--- config.mk ---
export PLATFORM = sky130hd
export DESIGN_NAME = ofs_plat_axi_mem_rsp_credit_ctrl_flat
export DESIGN_NICKNAME = d
export VERILOG_FILES = /design/src/rtl/ofs_plat_axi_mem_rsp_credit_ctrl_pkg.sv /design/src/rtl/ofs_plat_axi_mem_rsp_credit_ctrl_if.sv /design/src/rtl/ofs_plat_axi_mem_rsp_credit_ctrl_credit_counter.sv /design/src/rtl/ofs_plat_axi_mem_rsp_credit_ctrl.sv /design/src/flat_wrapper.sv
export SDC_FILE = /design/constraint.sdc
export NUM_CORES = 1
export LEC_CHECK = 0
export ABC_AREA = 1
export CORE_MARGIN = 1.5
export CORE_UTILIZATION = 45
export DETAILED_ROUTE_END_ITERATION = 6
export HOLD_SLACK_MARGIN = 0.05
export PLACE_DENSITY = 0.78
export SETUP_SLACK_MARGIN = 0.2
export SLEW_MARGIN = 10
export SYNTH_ARGS = -nofsm -noshare
export SYNTH_HDL_FRONTEND = slang
export SYNTH_SLANG_ARGS = --single-unit
--- constraint.sdc ---
create_clock -name clk -period 3.6 [get_ports clk]
set_clock_uncertainty 0.15 [all_clocks]
set_input_delay 0.72 -clock clk [delete_from_list [all_inputs] [get_ports clk]]
set_output_delay 0.72 -clock clk [all_outputs]
set_load 0.05 [all_outputs]
--- src/rtl/ofs_plat_axi_mem_rsp_credit_ctrl_pkg.sv ---
// ----------------------------------------------------------------------------
// ofs_plat_axi_mem_credit_pkg
//
// Shared definitions for the AXI memory response credit controller:
//   - t_credit_drain_state : quiesce FSM state encoding
//   - credit_cnt_width()   : bits needed to hold a count of 0..max_credits
//   - max_width()          : larger of two widths, used to size comparisons
// ----------------------------------------------------------------------------
package ofs_plat_axi_mem_credit_pkg;

    typedef enum logic [1:0] {
        CREDIT_RUN     = 2'd0,
        CREDIT_DRAIN   = 2'd1,
        CREDIT_DRAINED = 2'd2
    } t_credit_drain_state;

    function automatic int credit_cnt_width(input int max_credits);
        return $clog2(max_credits + 1);
    endfunction

    function automatic int max_width(input int a, input int b);
        return (a > b) ? a : b;
    endfunction

endpackage

--- src/rtl/ofs_plat_axi_mem_rsp_credit_ctrl_if.sv ---
// ----------------------------------------------------------------------------
// ofs_plat_axi_mem_rsp_credit_ctrl_if
//
// AR/AW handshake bundle passing through the credit controller.
//   src_* : request side coming from the source (arvalid/arlen/awvalid in,
//           arready/awready back to the source)
//   snk_* : request side going toward the sink (arvalid/awvalid out,
//           arready/awready back from the sink)
// Modports:
//   master : the environment (source and sink together)
//   slave  : the credit controller
// ----------------------------------------------------------------------------
interface ofs_plat_axi_mem_rsp_credit_ctrl_if #(
    parameter int LEN_WIDTH = 8
);

    logic                 src_arvalid;
    logic [LEN_WIDTH-1:0] src_arlen;
    logic                 src_arready;
    logic                 snk_arvalid;
    logic                 snk_arready;

    logic                 src_awvalid;
    logic                 src_awready;
    logic                 snk_awvalid;
    logic                 snk_awready;

    modport master (
        output src_arvalid, src_arlen, snk_arready, src_awvalid, snk_awready,
        input  src_arready, snk_arvalid, src_awready, snk_awvalid
    );

    modport slave (
        input  src_arvalid, src_arlen, snk_arready, src_awvalid, snk_awready,
        output src_arready, snk_arvalid, src_awready, snk_awvalid
    );

endinterface

--- src/rtl/ofs_plat_axi_mem_rsp_credit_ctrl_credit_counter.sv ---
// ----------------------------------------------------------------------------
// ofs_plat_prim_credit_counter
//
// Saturating credit counter. Starts full (MAX_CREDITS) at reset, subtracts
// sub_amt when sub_en is set and adds one when add_one is set, both in the
// same update. A result above MAX_CREDITS saturates at MAX_CREDITS and sets
// the sticky err flag, which only reset clears.
// Ports:
//   clk, reset_n      : clock, asynchronous active-low reset
//   sub_en, sub_amt   : consume sub_amt credits this cycle
//   add_one           : one credit returned this cycle
//   count             : credits currently available (registered)
//   err               : sticky over-return indication
// ----------------------------------------------------------------------------
module ofs_plat_prim_credit_counter
    import ofs_plat_axi_mem_credit_pkg::*;
#(
    parameter int MAX_CREDITS = 256,
    parameter int SUB_WIDTH   = 9,
    parameter int CNT_WIDTH   = 9
) (
    input  logic                 clk,
    input  logic                 reset_n,
    input  logic                 sub_en,
    input  logic [SUB_WIDTH-1:0] sub_amt,
    input  logic                 add_one,
    output logic [CNT_WIDTH-1:0] count,
    output logic                 err
);

    // One extra bit over the wider operand so an over-return is visible
    // as a value above the maximum rather than wrapping.
    localparam int EXT_W = max_width(CNT_WIDTH, SUB_WIDTH) + 1;
    localparam logic [EXT_W-1:0] MAX_EXT = EXT_W'(MAX_CREDITS);

    logic [EXT_W-1:0] next_ext;
    logic             overflow;

    always_comb begin
        next_ext = EXT_W'(count) + EXT_W'(add_one);
        if (sub_en) begin
            next_ext = next_ext - EXT_W'(sub_amt);
        end
        overflow = (next_ext > MAX_EXT);
    end

    always_ff @(posedge clk or negedge reset_n) begin
        if (!reset_n) begin
            count <= CNT_WIDTH'(MAX_CREDITS);
            err   <= 1'b0;
        end else begin
            if (overflow) begin
                count <= CNT_WIDTH'(MAX_CREDITS);
                err   <= 1'b1;
            end else begin
                count <= CNT_WIDTH'(next_ext);
            end
        end
    end

endmodule

--- src/rtl/ofs_plat_axi_mem_rsp_credit_ctrl.sv ---
// ----------------------------------------------------------------------------
// ofs_plat_axi_mem_rsp_credit_ctrl
//
// Gates AXI AR/AW requests so that a request only reaches the sink when the
// downstream response buffering (read beats, write responses) has room for
// everything the request will return. Credits are consumed on the request
// handshake and returned as the source consumes R beats / B responses.
// A drain handshake stops new admissions and acknowledges once every credit
// has come home.
// Ports:
//   clk, reset_n            : clock, asynchronous active-low reset
//   bus                     : AR/AW handshakes (slave modport)
//   r_beat_done, b_done     : one R beat / one B response consumed
//   drain_req, drain_ack    : quiesce request / registered acknowledge
//   rd_credits, wr_credits  : credits currently available
//   credit_err              : sticky, a return exceeded the maximum
// ----------------------------------------------------------------------------
module ofs_plat_axi_mem_rsp_credit_ctrl
    import ofs_plat_axi_mem_credit_pkg::*;
#(
    parameter int NUM_READ_CREDITS  = 256,
    parameter int NUM_WRITE_CREDITS = 128,
    parameter int LEN_WIDTH         = 8,
    localparam int RD_CNT_W = credit_cnt_width(NUM_READ_CREDITS),
    localparam int WR_CNT_W = credit_cnt_width(NUM_WRITE_CREDITS)
) (
    input  logic                clk,
    input  logic                reset_n,
    ofs_plat_axi_mem_rsp_credit_ctrl_if.slave bus,
    input  logic                r_beat_done,
    input  logic                b_done,
    input  logic                drain_req,
    output logic                drain_ack,
    output logic [RD_CNT_W-1:0] rd_credits,
    output logic [WR_CNT_W-1:0] wr_credits,
    output logic                credit_err
);

    // arlen+1 needs one bit more than arlen so that arlen=max asks for
    // the full power-of-two beat count.
    localparam int NEED_W = LEN_WIDTH + 1;
    localparam int CMP_W  = max_width(RD_CNT_W, NEED_W);

    t_credit_drain_state state, state_next;

    logic [NEED_W-1:0] rd_need;
    logic              admit_rd;
    logic              admit_wr;
    logic              ar_fire;
    logic              aw_fire;
    logic              rd_err;
    logic              wr_err;
    logic              all_home;

    // Admission looks only at registered counts, so a credit returned this
    // cycle is usable next cycle. reset_n is folded in so nothing is
    // offered to either side while reset is held.
    always_comb begin
        rd_need  = NEED_W'(bus.src_arlen) + NEED_W'(1);
        admit_rd = reset_n && (state == CREDIT_RUN) &&
                   (CMP_W'(rd_credits) >= CMP_W'(rd_need));
        admit_wr = reset_n && (state == CREDIT_RUN) && (wr_credits != '0);
    end

    assign bus.snk_arvalid = bus.src_arvalid && admit_rd;
    assign bus.src_arready = bus.snk_arready && admit_rd;
    assign bus.snk_awvalid = bus.src_awvalid && admit_wr;
    assign bus.src_awready = bus.snk_awready && admit_wr;

    assign ar_fire = bus.src_arvalid && bus.src_arready;
    assign aw_fire = bus.src_awvalid && bus.src_awready;

    ofs_plat_prim_credit_counter #(
        .MAX_CREDITS (NUM_READ_CREDITS),
        .SUB_WIDTH   (NEED_W),
        .CNT_WIDTH   (RD_CNT_W)
    ) rd_counter (
        .clk     (clk),
        .reset_n (reset_n),
        .sub_en  (ar_fire),
        .sub_amt (rd_need),
        .add_one (r_beat_done),
        .count   (rd_credits),
        .err     (rd_err)
    );

    ofs_plat_prim_credit_counter #(
        .MAX_CREDITS (NUM_WRITE_CREDITS),
        .SUB_WIDTH   (1),
        .CNT_WIDTH   (WR_CNT_W)
    ) wr_counter (
        .clk     (clk),
        .reset_n (reset_n),
        .sub_en  (aw_fire),
        .sub_amt (1'b1),
        .add_one (b_done),
        .count   (wr_credits),
        .err     (wr_err)
    );

    assign credit_err = rd_err || wr_err;

    assign all_home = (rd_credits == RD_CNT_W'(NUM_READ_CREDITS)) &&
                      (wr_credits == WR_CNT_W'(NUM_WRITE_CREDITS));

    always_ff @(posedge clk or negedge reset_n) begin
        if (!reset_n) begin
            state     <= CREDIT_RUN;
            drain_ack <= 1'b0;
        end else begin
            state     <= state_next;
            drain_ack <= (state_next == CREDIT_DRAINED);
        end
    end

    // Dropping drain_req always returns to RUN, whether or not the drain
    // had completed.
    always_comb begin
        state_next = state;
        case (state)
            CREDIT_RUN: begin
                if (drain_req) state_next = CREDIT_DRAIN;
            end
            CREDIT_DRAIN: begin
                if (!drain_req)    state_next = CREDIT_RUN;
                else if (all_home) state_next = CREDIT_DRAINED;
            end
            CREDIT_DRAINED: begin
                if (!drain_req) state_next = CREDIT_RUN;
            end
            default: state_next = CREDIT_RUN;
        endcase
    end

endmodule
--- src/flat_wrapper.sv ---
// flat-port wrapper written by rule: the top's interface ports become plain ports
module ofs_plat_axi_mem_rsp_credit_ctrl_flat import ofs_plat_axi_mem_credit_pkg::*;
#(
    parameter int NUM_READ_CREDITS  = 256,
    parameter int NUM_WRITE_CREDITS = 128,
    parameter int LEN_WIDTH         = 8,
    localparam int RD_CNT_W = credit_cnt_width(NUM_READ_CREDITS),
    localparam int WR_CNT_W = credit_cnt_width(NUM_WRITE_CREDITS)
)
  (clk, reset_n, r_beat_done, b_done, drain_req, drain_ack, rd_credits, wr_credits, credit_err, bus_src_arvalid, bus_src_arlen, bus_snk_arready, bus_src_awvalid, bus_snk_awready, bus_src_arready, bus_snk_arvalid, bus_src_awready, bus_snk_awvalid);
  ofs_plat_axi_mem_rsp_credit_ctrl_if #(.LEN_WIDTH(LEN_WIDTH)) bus_i ();
  input  logic clk;
  input  logic reset_n;
  input  logic r_beat_done;
  input  logic b_done;
  input  logic drain_req;
  output logic drain_ack;
  output logic [RD_CNT_W-1:0] rd_credits;
  output logic [WR_CNT_W-1:0] wr_credits;
  output logic credit_err;
  input wire logic [$bits(bus_i.src_arvalid)-1:0] bus_src_arvalid;
  input wire logic [$bits(bus_i.src_arlen)-1:0] bus_src_arlen;
  input wire logic [$bits(bus_i.snk_arready)-1:0] bus_snk_arready;
  input wire logic [$bits(bus_i.src_awvalid)-1:0] bus_src_awvalid;
  input wire logic [$bits(bus_i.snk_awready)-1:0] bus_snk_awready;
  output wire logic [$bits(bus_i.src_arready)-1:0] bus_src_arready;
  output wire logic [$bits(bus_i.snk_arvalid)-1:0] bus_snk_arvalid;
  output wire logic [$bits(bus_i.src_awready)-1:0] bus_src_awready;
  output wire logic [$bits(bus_i.snk_awvalid)-1:0] bus_snk_awvalid;
  assign bus_i.src_arvalid = bus_src_arvalid;
  assign bus_i.src_arlen = bus_src_arlen;
  assign bus_i.snk_arready = bus_snk_arready;
  assign bus_i.src_awvalid = bus_src_awvalid;
  assign bus_i.snk_awready = bus_snk_awready;
  assign bus_src_arready = bus_i.src_arready;
  assign bus_snk_arvalid = bus_i.snk_arvalid;
  assign bus_src_awready = bus_i.src_awready;
  assign bus_snk_awvalid = bus_i.snk_awvalid;
  ofs_plat_axi_mem_rsp_credit_ctrl #(.NUM_READ_CREDITS(NUM_READ_CREDITS), .NUM_WRITE_CREDITS(NUM_WRITE_CREDITS), .LEN_WIDTH(LEN_WIDTH)) u_core (.clk(clk), .reset_n(reset_n), .bus(bus_i), .r_beat_done(r_beat_done), .b_done(b_done), .drain_req(drain_req), .drain_ack(drain_ack), .rd_credits(rd_credits), .wr_credits(wr_credits), .credit_err(credit_err));
endmodule
* Yosys cells after proc, flatten, opt, wreduce, memory -nomap -nowiden
Index checks and enable logic that the tools add are counted.
Word-level totals: input bits 17, register bits after elaboration 22, output and inout bits 23, logic and storage cells 41
Operators by class: multiplexer cells 9, order comparisons 3, $add $sub $neg 5, reduce and logical (&&, ||, !) cells 13, equal/unequal tests 5
Operators by type and width (count):
- 9-bit 2-to-1 mux | 2
- 9-bit by 1-bit adder with 10-bit output | 1
- 10-bit by 9-bit > comparator with 1-bit output (second input constant) | 1
- 1-bit logical AND | 10
- 10-bit 2-to-1 mux | 1
- 10-bit by 9-bit subtractor with 10-bit output | 1
- 8-bit by 1-bit adder with 9-bit output | 1
- 8-bit by 1-bit adder with 9-bit output (second input constant) | 1
- 9-bit equality test (second input constant) | 1
- 9-bit greater-or-equal comparator | 1
- 9-bit by 8-bit > comparator with 1-bit output (second input constant) | 1
- 9-bit by 1-bit subtractor with 9-bit output (second input constant) | 1
- 8-bit equality test (second input constant) | 1
- 2-bit 2-to-1 mux | 4
- 8-bit 2-to-1 mux | 1
- 8-bit nonzero test | 1
- 2-bit one-hot mux with 3 select lines | 1
- 2-bit equality test (second input constant) | 2
- 2-bit by 1-bit equality test with 1-bit output (second input constant) | 1
- 2-bit logical NOT | 1
- 1-bit logical OR | 1

* Depth between registers and ports, before layout
Gate-level depths: netlist of run 1.
depth in word-level cells 8, gate-level depth with buffers 22, mapped depth without buffers 22

* Cells and area by module
From an unflattened synthesis of run 1, not the netlist that was laid out.
Unflattened totals: cells, all modules 430, area total of the unflattened synthesis 2712.6 µm²
By module, submodules not included:
- ofs_plat_prim_credit_counter (u_core.rd_counter) | cells an instance 187, area an instance 1186.1 µm², instances 1
- ofs_plat_prim_credit_counter (u_core.wr_counter) | cells an instance 132, area an instance 877.1 µm², instances 1
- ofs_plat_axi_mem_rsp_credit_ctrl | cells an instance 111, area an instance 649.4 µm², instances 1

* Worst setup path before layout of run 1
Ideal clock, no wire load.
path type input -> output, from input port bus_src_arlen[0], to output port bus_src_arready, arrival 2.622 ns, setup slack 0.108 ns, buffers on the path 0, required time 2.730 ns, stages 13, cells stage by stage ha_1 > nand2_2 > nor2_1 > xnor2_1 > ha_1 > nand3_1 > nor2_1 > nand2_1 > nand2_1 > nand2_1 > nand3_2 > nand2_1 > nor2_1
On the way: longest elaborated chain between the ends 4
RTL lines:
- from (decl) | RTL line flat_wrapper.sv:22 | input wire logic [$bits(bus_i.src_arlen)-1:0] bus_src_arlen;
- 8-bit by 1-bit adder with 9-bit output | RTL line ofs_plat_axi_mem_rsp_credit_ctrl.sv:59 | rd_need = NEED_W'(bus.src_arlen) + NEED_W'(1);
- 9-bit greater-or-equal comparator | RTL line ofs_plat_axi_mem_rsp_credit_ctrl.sv:61 | (CMP_W'(rd_credits) >= CMP_W'(rd_need));
- 1-bit logical AND | RTL line ofs_plat_axi_mem_rsp_credit_ctrl.sv:60 | admit_rd = reset_n && (state == CREDIT_RUN) &&
- 1-bit logical AND | RTL line ofs_plat_axi_mem_rsp_credit_ctrl.sv:66 | assign bus.src_arready = bus.snk_arready && admit_rd;
- to (decl) | RTL line flat_wrapper.sv:26 | output wire logic [$bits(bus_i.src_arready)-1:0] bus_src_arready;
Every way passes these cells.

* Worst setup path in the final report of run 1
Ends and elaborated chain as after synthesis.

==> results.toml, run 1 <==
[run_status]
outcome = "finished, final reports clean"

[sta]
max_freq_ghz = 0.297
hold_viol = 0
setup_viol = 0
post-route-min-period_ns = 3.37
slew_headroom_pct = 63.5
tns_ns = 0
fin_crit_sh_pct = 93.5
fin_ws_ns = 0.234
slew_violations = 0
worst_slew_pin_slew_ns = 0.546
holdWs_ns = 0.309
grt_setup_unrepaired = "true"

[min_path]
hold_path_class = "reg -> reg"
hold_path.startpoint = "u_core.rd_counter.err"
whs_endpoint = "u_core.rd_counter.err"
min_path_cells = 2

[clock_tree]
htree_levels = 1
clkTransAtPathRegs_ns = 0.07
cts_buffers = 3
cts_sinks = 22
cts_tree = "built"
ctsRootBufferMaster = "clkbuf_8"
clockBufferDepth = 2
clk_latency_ns = 0.26

[setup_path]
critPathCaptureType = "output port"
worstRegToRegCells = 21
reg2reg_from = "u_core.rd_counter.count[0]"
critPathBufInv = 2
start_kind = "input pin"
r2r_setup_slack_ns = 0.52
cpPeakStageDelay_ns = 0.33
path_delay_family = "simple AND/OR/NAND/NOR gates"
crit_arrival_ns = 2.50
crit_fanout = 3
crit_type = "in -> out"
cpMaxStageDelayCell = "ha_1"
cp_common_cell = "nand3_1"
cp_cell_sequence = "buf_4 > ha_4 > xnor2_4 > ha_1 > nand2_1 > o21ai_1 > nand4_1 > nand3_1 > nand3_1 > nand3_2 > nand2_2 > nor2_4 > buf_12"
r2r_end = "u_core.rd_counter.count[4]"
required_ns = 2.73

[yosys]
ys_types = 33
avgSynthCellArea_um2 = 6.41
muxShareOfSynthArea_pct = 0
synth_top_family_by_area = "simple AND/OR/NAND/NOR gates"
synth_fp_nets = 413
synth-adder-area-share_pct = 9.06
synthCells = 379
synth_compound_area_share_pct = 8.55
yosysSeqAreaShare_pct = 22.8
yosys_warnings = 0
synth_xor_area_share_pct = 6.13
synth_seq_cells = 22
synth-simple-area-share_pct = 43.8
synth_area_um2 = 2430

[floorplan]
die_h_um = 76.5
core_area_um2 = 5170
ioPinCount = 40
start_util_pct = 47.0
die_w_um = 76.5
dieArea_um2 = 5850
num_rows = 26

[global_routing]
overflow = 0
grt_use_total_pct = 23.9
grt_pass1_vias = 2627
grt_max_degree = 23
antenna_found_initial = 0
grt_pass1_wl_mm = 11.7

[drt]
dr.pass1.iters = 5
drtIter0Drc = 257
viasPerCell = 5.20
route.detailed.wl_per_inst_um = 13.4
postRouteAntennaNets = 0
wl_mm = 7.36
drc = 0
via_count = 2852

[placed_design]
portBuffers = 39
dp.cells = 528
dpl.hpwl_mm = 5.26
gp_congestion = 0.928
pre_cts_ws_ns = -0.293

[final_layout]
nets = 514
syn_to_final_growth_pct = 52.0
diodes = 0
seq_area_um2 = 553
fill_cells = 386
layout.cells.non_filler = 548
multiInputGateArea_um2 = 1920
drive_above_1_share_pct = 30.3

[pwr]
p_leak_nw = 1.86
p_sw_w = 0.00123
seqPwrFrac_pct = 18.2
powerDensity_nw_per_um2 = 647
pwr-share-clk_pct = 6.4
switching_share_pct = 51.4
peakVddDrop_mv = 0.628
total_power_w = 0.00239
internal-power_w = 0.00116
comb_power_share_pct = 75.4

[run]
maxCapViolations = 0
==> synthesized netlist by cell type (all sizes together) <==
master,number,area (µm²)
nor3,2,10.0
dfstp,2,52.6
nor2,50,230
nand3,45,268
nand3b,2,15.0
buf,1,11.3
dfrtp,20,500
o31ai,1,7.51
xor2,13,114
a21boi,1,7.51
nor3b,1,7.51
and3,1,6.26
ha,16,200
nor4,3,18.8
o21ai,18,97.6
xnor2,4,35.0
fa,1,20.0
o21bai,2,15.0
inv,60,225
nand2,110,430
a21oi,16,80.1
and2,1,6.26
or2,1,6.26
nand4,8,65.1
==> how the worst max path moves through the flow <==
stage / start / to / slack [ns] / cells past startpoint
floorplan: u_core.rd_counter.count[0] / u_core.rd_counter.err / 0.32 / 21
global placement: r_beat_done / u_core.rd_counter.err / -0.24 / 21
detailed placement: r_beat_done / u_core.rd_counter.err / -0.29 / 21
CTS: bus_src_arlen[3] / bus_src_arready / 0.22 / 14
global route: bus_src_arlen[1] / bus_src_arready / 0.15 / 17
finish: bus_src_arlen[0] / bus_src_arready / 0.23 / 13
==> cells by family after synthesis <==
logic type	count (synthesis)
and+or+nand+nor	224
buffers and inverters	61
AOI/OAI and AO/OA	38
DFF	22
xor gates and xnor gates	17
adders and majority gates	17
==> per-layer routing <==
metal,GRT usage (%),vias up,routed length (µm)
li1,-,1419,-
met1,31.4,1316,3280
met2,41.3,107,3600
met3,3.83,10,376
met4,4.81,0,95
met5,0,-,0
==> cell type report <==
type	instances	share of cell area (%)
repair buffers	96	23.3
clock buffers	3	1.12
multi-input cells	297	52.0
well taps	70	2.37
flip-flops and latches	22	15.0
inverters	60	6.17
==> state kept, by name (all words and copies together) (netlist names) <==
name,flops
u_core.rd_counter.count,9
u_core.wr_counter.err,1
u_core.state,2
u_core.rd_counter.err,1
u_core.drain_ack,1
u_core.wr_counter.count,8
==> placed cells by master (no fill, tap or decap), types with 3 or more instances in the layout <==
cell	count
inv_1	51
nand4_1	7
o21ai_2	4
a21oi_1	12
nand2_1	99
nand3_2	9
xor2_1	12
nor4_1	3
nand3_1	35
clkdlybuf4s50_1	27
nor2_4	10
dfrtp_1	20
nor2_1	26
o21ai_1	10
ha_4	6
o21ai_0	4
buf_4	56
nor2_2	14
nand2_2	7
clkbuf_8	3
buf_12	5
nand2_4	4
ha_1	9
inv_2	8
a21oi_2	4
==> worst register-to-register path: stages, from the launching register on <==
cell and delay (ns):
dfrtp_1 0.43, ha_2 0.21, ha_4 0.17, nand2_4 0.09
inv_2 0.05, nor2_4 0.10, ha_4 0.22, buf_6 0.11
inv_1 0.05, nor2_1 0.05, o21ai_1 0.13, nand2_1 0.11
buf_4 0.15, nand4_1 0.12, nand3_1 0.09, nand2_1 0.07
nand2_1 0.06, o21ai_2 0.17, nand2_4 0.09, inv_4 0.08
nand3_4 0.11, a21oi_1 0.17
==> through the flow <==
stage	util, %	area, µm²
detailed placement	62.8	3250
finish	71.4	3690
CTS	68.1	3520
floorplan	-	2430
global placement	62.8	3250
global route	71.4	3690
==> power by group through the flow <==
stage / logic [W] / registers (W) / clock network (W)
floorplan: 0.000764 / 0.000599 / 0
global placement: 0.00148 / 0.000424 / 0
detailed placement: 0.00151 / 0.000424 / 0
CTS: 0.00168 / 0.000427 / 0.000157
global route: 0.00194 / 0.000442 / 0.000164
finish: 0.00180 / 0.000435 / 0.000153
==> what timing repair did <==
item	CTS	global route
cloned	1	0
setup endpoints to repair	12	21
hold buffers	0	0
gates resized for setup	47	37
setup buffers	11	5
pin swaps	28	25
Note: power is estimated with default switching activity, not from simulation.
==> run 2: changes to the inputs <==
--- a/config.mk
+++ b/config.mk
@@ -11,8 +11,8 @@
 export DETAILED_ROUTE_END_ITERATION = 6
 export HOLD_SLACK_MARGIN = 0.05
 export PLACE_DENSITY = 0.78
+export RECOVER_POWER = 25
 export SETUP_SLACK_MARGIN = 0.2
-export SLEW_MARGIN = 10
 export SYNTH_ARGS = -nofsm -noshare
 export SYNTH_HDL_FRONTEND = slang
 export SYNTH_SLANG_ARGS = --single-unit
==> run 2 against run 1 <==
Sequential power about the same. Cell area shrank 0.10%. Combinational power about the same. Non-clock buffer count is the same. Largest cell class unchanged.
==> results.toml, run 2 (synthesis results as in run 1) <==
[placed_design]
portBuffers = 39
dpl.hpwl_mm = 5.26
gp_congestion = 0.928
postPlaceCellArea_um2 = 3250
dp.cells = 528

[global_routing]
grt_pass1_wl_mm = 11.7
grt_pass1_vias = 2627
grt_use_total_pct = 23.9
antenna_found_initial = 0
overflow = 0
grt_max_degree = 23

[pwr]
switching_share_pct = 51.4
powerDensity_nw_per_um2 = 648
p_leak_nw = 1.86
p_sw_w = 0.00123
internal-power_w = 0.00116
peakVddDrop_mv = 0.628
seqPwrFrac_pct = 18.2
comb_power_share_pct = 75.4
pwr-share-clk_pct = 6.4

[setup_path]
critPathCaptureType = "output port"
cp_common_cell = "nand3_1"
cp_cell_sequence = "buf_4 > ha_4 > xnor2_4 > ha_1 > nand2_1 > o21ai_1 > nand4_1 > nand3_1 > nand3_1 > nand3_2 > nand2_2 > nor2_4 > buf_12"
cpPeakStageDelay_ns = 0.33
crit_fanout = 3
crit_type = "in -> out"
crit_arrival_ns = 2.50
cpMaxStageDelayCell = "ha_1"
start_kind = "input pin"
required_ns = 2.73

[final_layout]
layout_commonest_cell = "nand2_1"
diodes = 0
drive_above_1_share_pct = 30.1
layout.cells.non_filler = 548
largest_reg_flops = 9
syn_to_final_growth_pct = 51.8
seq_area_um2 = 553
top_register = "u_core.rd_counter.count"
reg.largest.list = "u_core.rd_counter.count (9), u_core.wr_counter.count (8), u_core.state (2)"
nets = 514
stdcell_area_um2 = 3690
multiInputGateArea_um2 = 1920
final_cell_mix = "nand2_1, buf_4, inv_1"
fill_cells = 387
postLayoutCoreUtil_pct = 71.3

[run]
maxCapViolations = 0

[clock_tree]
cts_hold_buf = 0
cts_sinks = 22
cts_buffers = 3
ctsRootBufferMaster = "clkbuf_8"
clk_latency_ns = 0.26
htree_levels = 1
clockBufferDepth = 2
clkTransAtPathRegs_ns = 0.07
cts_tree = "built"

[drt]
viasPerCell = 5.21
route.detailed.wl_per_inst_um = 13.5
drtIter0Drc = 274
wl_mm = 7.39
wl_met2_mm = 3.61
dr.pass1.iters = 5
wl_met3_um = 409
dr.max_layer_used = "met4"
drc = 0
postRouteAntennaNets = 0
via_count = 2854
met1_length_mm = 3.28

[sta]
post-route-min-period_ns = 3.37
slew_violations = 0
slew_headroom_pct = 18.9
grt_setup_unrepaired = "true"
setup_viol = 0
worst_slew_pin_slew_ns = 1.22
fin_crit_sh_pct = 93.6
hold_viol = 0
max_freq_ghz = 0.297

[floorplan]
core_area_um2 = 5170
dieArea_um2 = 5850
ioPinCount = 40
die_w_um = 76.5
num_rows = 26
die_h_um = 76.5
start_util_pct = 47.0

[run_status]
outcome = "finished, final reports clean"

[min_path]
hold_path_class = "reg -> reg"
[run 2: cell types whose count changed in the layout (fill, tap and decap cells not counted)]
cell             previous run  this run
dlygate4sd3_1               0         1
buf_4                      56        55
clkdlybuf4s50_1            27        26
clkbuf_1                    0         1
[run 2: worst paths after layout]
path                       slack, ns                  startpoint                          to  cells after the start
hold reg to reg                 0.31       u_core.rd_counter.err       u_core.rd_counter.err                      2
setup reg to reg                0.53  u_core.rd_counter.count[0]  u_core.rd_counter.count[4]                     21
max in group asynchronous       1.46                     reset_n  u_core.wr_counter.count[6]                      2
min in group asynchronous       1.12                     reset_n  u_core.wr_counter.count[0]                      2
hold / removal                  0.31       u_core.rd_counter.err       u_core.rd_counter.err                      2
setup / recovery                0.23            bus_src_arlen[0]             bus_src_arready                     13
[run 2: routing by layer]
metal | GRT usage [%] | vias to the layer above
met3 | 3.83 | 10
li1 | - | 1417
met2 | 41.3 | 108
met5 | 0 | -
met1 | 31.4 | 1319
met4 | 4.81 | 0
[run 2: metrics by stage]
| stage | setup TNS [ns] | hold slack [ns] | power, W | setup slack [ns] |
|---|---|---|---|---|
| finish | 0 | 0.310 | 0.00239 | 0.230 |
| global route | 0 | 0.352 | 0.00255 | 0.153 |
| CTS | 0 | 0.314 | 0.00226 | 0.220 |
| detailed placement | -3.18 | 0.294 | 0.00193 | -0.293 |
| global placement | -2.62 | 0.289 | 0.00190 | -0.245 |
| floorplan | 0 | 0.271 | 0.00136 | 0.324 |
[run 2: critical path: cells and delay by family]
kind,cells,cell delay (ns)
and+or+nand+nor,7,0.71
xor gates and xnor gates,1,0.14
adders and majority gates,2,0.51
buffers and inverters,2,0.26
AOI/OAI and AO/OA,1,0.15
[run 2: area by class of cell]
class                      count  share of cell area (%)
multi-input combinational    297                    52.1
sequential                    22                    15.0
tap                           70                    2.37
clock buffer                   3                    1.12
timing repair buffer          96                    23.3
inverter                      60                    6.17
[run 2: repair_timing]
action	CTS	global route
cloned	1	0
setup buffers	11	5
pin swaps	28	25
endpoints found under the setup margin	12	21
gates resized for setup	47	37
[run 2: power by group through the flow]
stage          logic [W]  clock network [W]  registers [W]
2_1_floorplan   0.000764                  0       0.000599
3_3_place_gp     0.00148                  0       0.000424
3_5_place_dp     0.00151                  0       0.000424
4_1_cts          0.00168           0.000157       0.000427
5_1_grt          0.00194           0.000164       0.000442
6_report         0.00180           0.000153       0.000435
==> run 3: changes to the inputs <==
--- a/config.mk
+++ b/config.mk
@@ -6,11 +6,13 @@
 export NUM_CORES = 1
 export LEC_CHECK = 0
 export ABC_AREA = 1
+export CELL_PAD_IN_SITES_DETAIL_PLACEMENT = 1
+export CELL_PAD_IN_SITES_GLOBAL_PLACEMENT = 2
 export CORE_MARGIN = 1.5
-export CORE_UTILIZATION = 45
+export CORE_UTILIZATION = 29
 export DETAILED_ROUTE_END_ITERATION = 6
 export HOLD_SLACK_MARGIN = 0.05
-export PLACE_DENSITY = 0.78
+export PLACE_DENSITY = 0.9
 export RECOVER_POWER = 25
 export SETUP_SLACK_MARGIN = 0.2
 export SYNTH_ARGS = -nofsm -noshare
==> run 3 against run 2 <==
Flip-flop and latch count did not move. Largest power group unchanged. Register-to-register slack gained 0.02 ns. Die area rose by 53%. Largest cell class unchanged.
==> results.toml, run 3 (synthesis results as in run 1) <==
[run_status]
outcome = "finished, final reports clean"

[final_layout]
reg.largest.list = "u_core.rd_counter.count (9), u_core.wr_counter.count (8), u_core.state (2)"
layout_commonest_cell = "nand2_1"
drive_above_1_share_pct = 33.8
fill_cells = 1032
nets = 520
final_cell_mix = "nand2_1, buf_4, inv_1"
layout.cells.non_filler = 590
largest_reg_flops = 9
diodes = 0
stdcell_area_um2 = 3900
syn_to_final_growth_pct = 60.5
top_register = "u_core.rd_counter.count"

[drt]
viasPerCell = 4.87
wl_met2_mm = 4.78
wl_met3_um = 201
dr.pass1.iters = 4
dr.max_layer_used = "met4"
drc = 0
drtIter0Drc = 114
route.detailed.wl_per_inst_um = 15.6
via_count = 2875
met1_length_mm = 4.22
postRouteAntennaNets = 0
wl_mm = 9.22

[pwr]
peakVddDrop_mv = 0.511
powerDensity_nw_per_um2 = 665
p_leak_nw = 1.91

[setup_path]
cpMaxStageDelayCell = "ha_4"
r2r_end = "u_core.rd_counter.err"
cpPeakStageDelay_ns = 0.29
cp_common_cell = "nand2_1"
critPathBufInv = 4
start_kind = "input pin"
crit_fanout = 3
required_ns = 2.73
cp_cell_sequence = "buf_4 > ha_4 > buf_6 > nand2_4 > nor2_4 > xnor2_4 > ha_4 > nand3_2 > nor2_2 > nand2_1 > nand2_1 > nand2_1 > nand3_4 > nand3_2 > inv_2 > buf_12"
crit_type = "in -> out"
worstRegToRegCells = 19
r2r_setup_slack_ns = 0.55
path_delay_family = "simple AND/OR/NAND/NOR gates"
critPathCaptureType = "output port"
reg2reg_from = "u_core.rd_counter.count[1]"
crit_arrival_ns = 2.49

[sta]
worst_slew_pin_slew_ns = 1.24
grt_setup_unrepaired = "true"
setup_viol = 0
holdWs_ns = 0.330
tns_ns = 0
slew_violations = 0
hold_viol = 0
slew_headroom_pct = 17.1
post-route-min-period_ns = 3.36
fin_crit_sh_pct = 93.4
max_freq_ghz = 0.297

[floorplan]
die_w_um = 94.5
die_h_um = 94.5
dieArea_um2 = 8940
ioPinCount = 40
start_util_pct = 29.7
core_area_um2 = 8180
num_rows = 33

[global_routing]
grt_pass1_vias = 3102
overflow = 0
antenna_found_initial = 0
grt_use_total_pct = 20.5
grt_max_degree = 23
grt_pass1_wl_mm = 14.5

[placed_design]
postPlaceCellArea_um2 = 3350
gp_congestion = 0.848
dpl.hpwl_mm = 7.29
portBuffers = 39
dp.cells = 571

[clock_tree]
cts_tree = "built"
htree_levels = 1
cts_sinks = 22
ctsRootBufferMaster = "clkbuf_8"
clkTransAtPathRegs_ns = 0.08
clockBufferDepth = 2
clk_latency_ns = 0.27
cts_buffers = 3

[min_path]
hold_path.startpoint = "u_core.state[1]"
min_path_cells = 1
hold_path_class = "reg -> reg"
whs_endpoint = "u_core.state[1]"

[run]
maxCapViolations = 0
run 3: cell count changes in the layout (fill, tap and decap cells not counted), sizes merged:
cell	before	now
clkdlybuf4s15	2	0
dlygate4sd2	2	4
buf	63	68
bufinv	0	1
clkbuf	4	5
run 3: layer usage:
metal  vias to the layer above  track usage, %
li1                       1429               -
met1                      1405            26.7
met2                        39            38.7
met3                         2            1.21
met4                         0           0.995
met5                         -               0
run 3: power breakdown:
| group | total [W] | internal [W] | switching [W] | leakage [nW] |
|---|---|---|---|---|
| Sequential | 0.000438 | 0.000319 | 0.000119 | 0.282 |
| Clock | 0.000235 | 0.000149 | 0.0000866 | 0.0357 |
| Combinational | 0.00192 | 0.000804 | 0.00112 | 1.59 |
run 3: final cells by class:
cell class,count,area [µm²],share of cell area (%)
Clock buffer,3,41.3,1.06
Clock inverter,1,30.0,0.770
Inverter,60,228,5.84
Multi-Input combinational cell,297,2020,51.7
Sequential cell,22,553,14.2
Tap cell,105,131,3.37
Timing Repair Buffer,102,898,23.0
run 3: worst max path at each step:
stage | from | end | cells after the start
floorplan | u_core.rd_counter.count[0] | u_core.rd_counter.err | 21
global placement | r_beat_done | u_core.rd_counter.err | 21
detailed placement | bus_src_arlen[0] | u_core.rd_counter.err | 20
CTS | bus_src_arlen[2] | bus_src_arready | 13
global route | bus_src_arlen[0] | bus_snk_arvalid | 18
finish | bus_src_arlen[0] | bus_snk_arvalid | 16
run 3: through the flow:
| stage | total power (W) | worst slack (ns) | utilization, % |
|---|---|---|---|
| after floorplan | 0.00136 | 0.324 | - |
| after global placement | 0.00198 | -0.390 | 41.0 |
| after detailed placement | 0.00204 | -0.551 | 41.0 |
| after CTS | 0.00245 | 0.202 | 45.3 |
| after global routing | 0.00277 | 0.121 | 47.7 |
| final | 0.00259 | 0.236 | 47.7 |
run 3: worst register-to-register path: cells and delay by family (launching register included):
kind / cells / cell delay, ns
fa+ha+maj: 2 / 0.48
xor+xnor: 1 / 0.25
flops: 1 / 0.57
simple gates: 13 / 1.26
compound gates: 1 / 0.08
buf+inv: 2 / 0.17
run 3: timing repair:
action                     4_1_cts  5_1_grt
setup endpoints to repair       12       21
cloned                           1        0
buffers inserted                 9        5
pin swaps                       30       13
gates resized for setup         61       42
hold buffers                     0        0
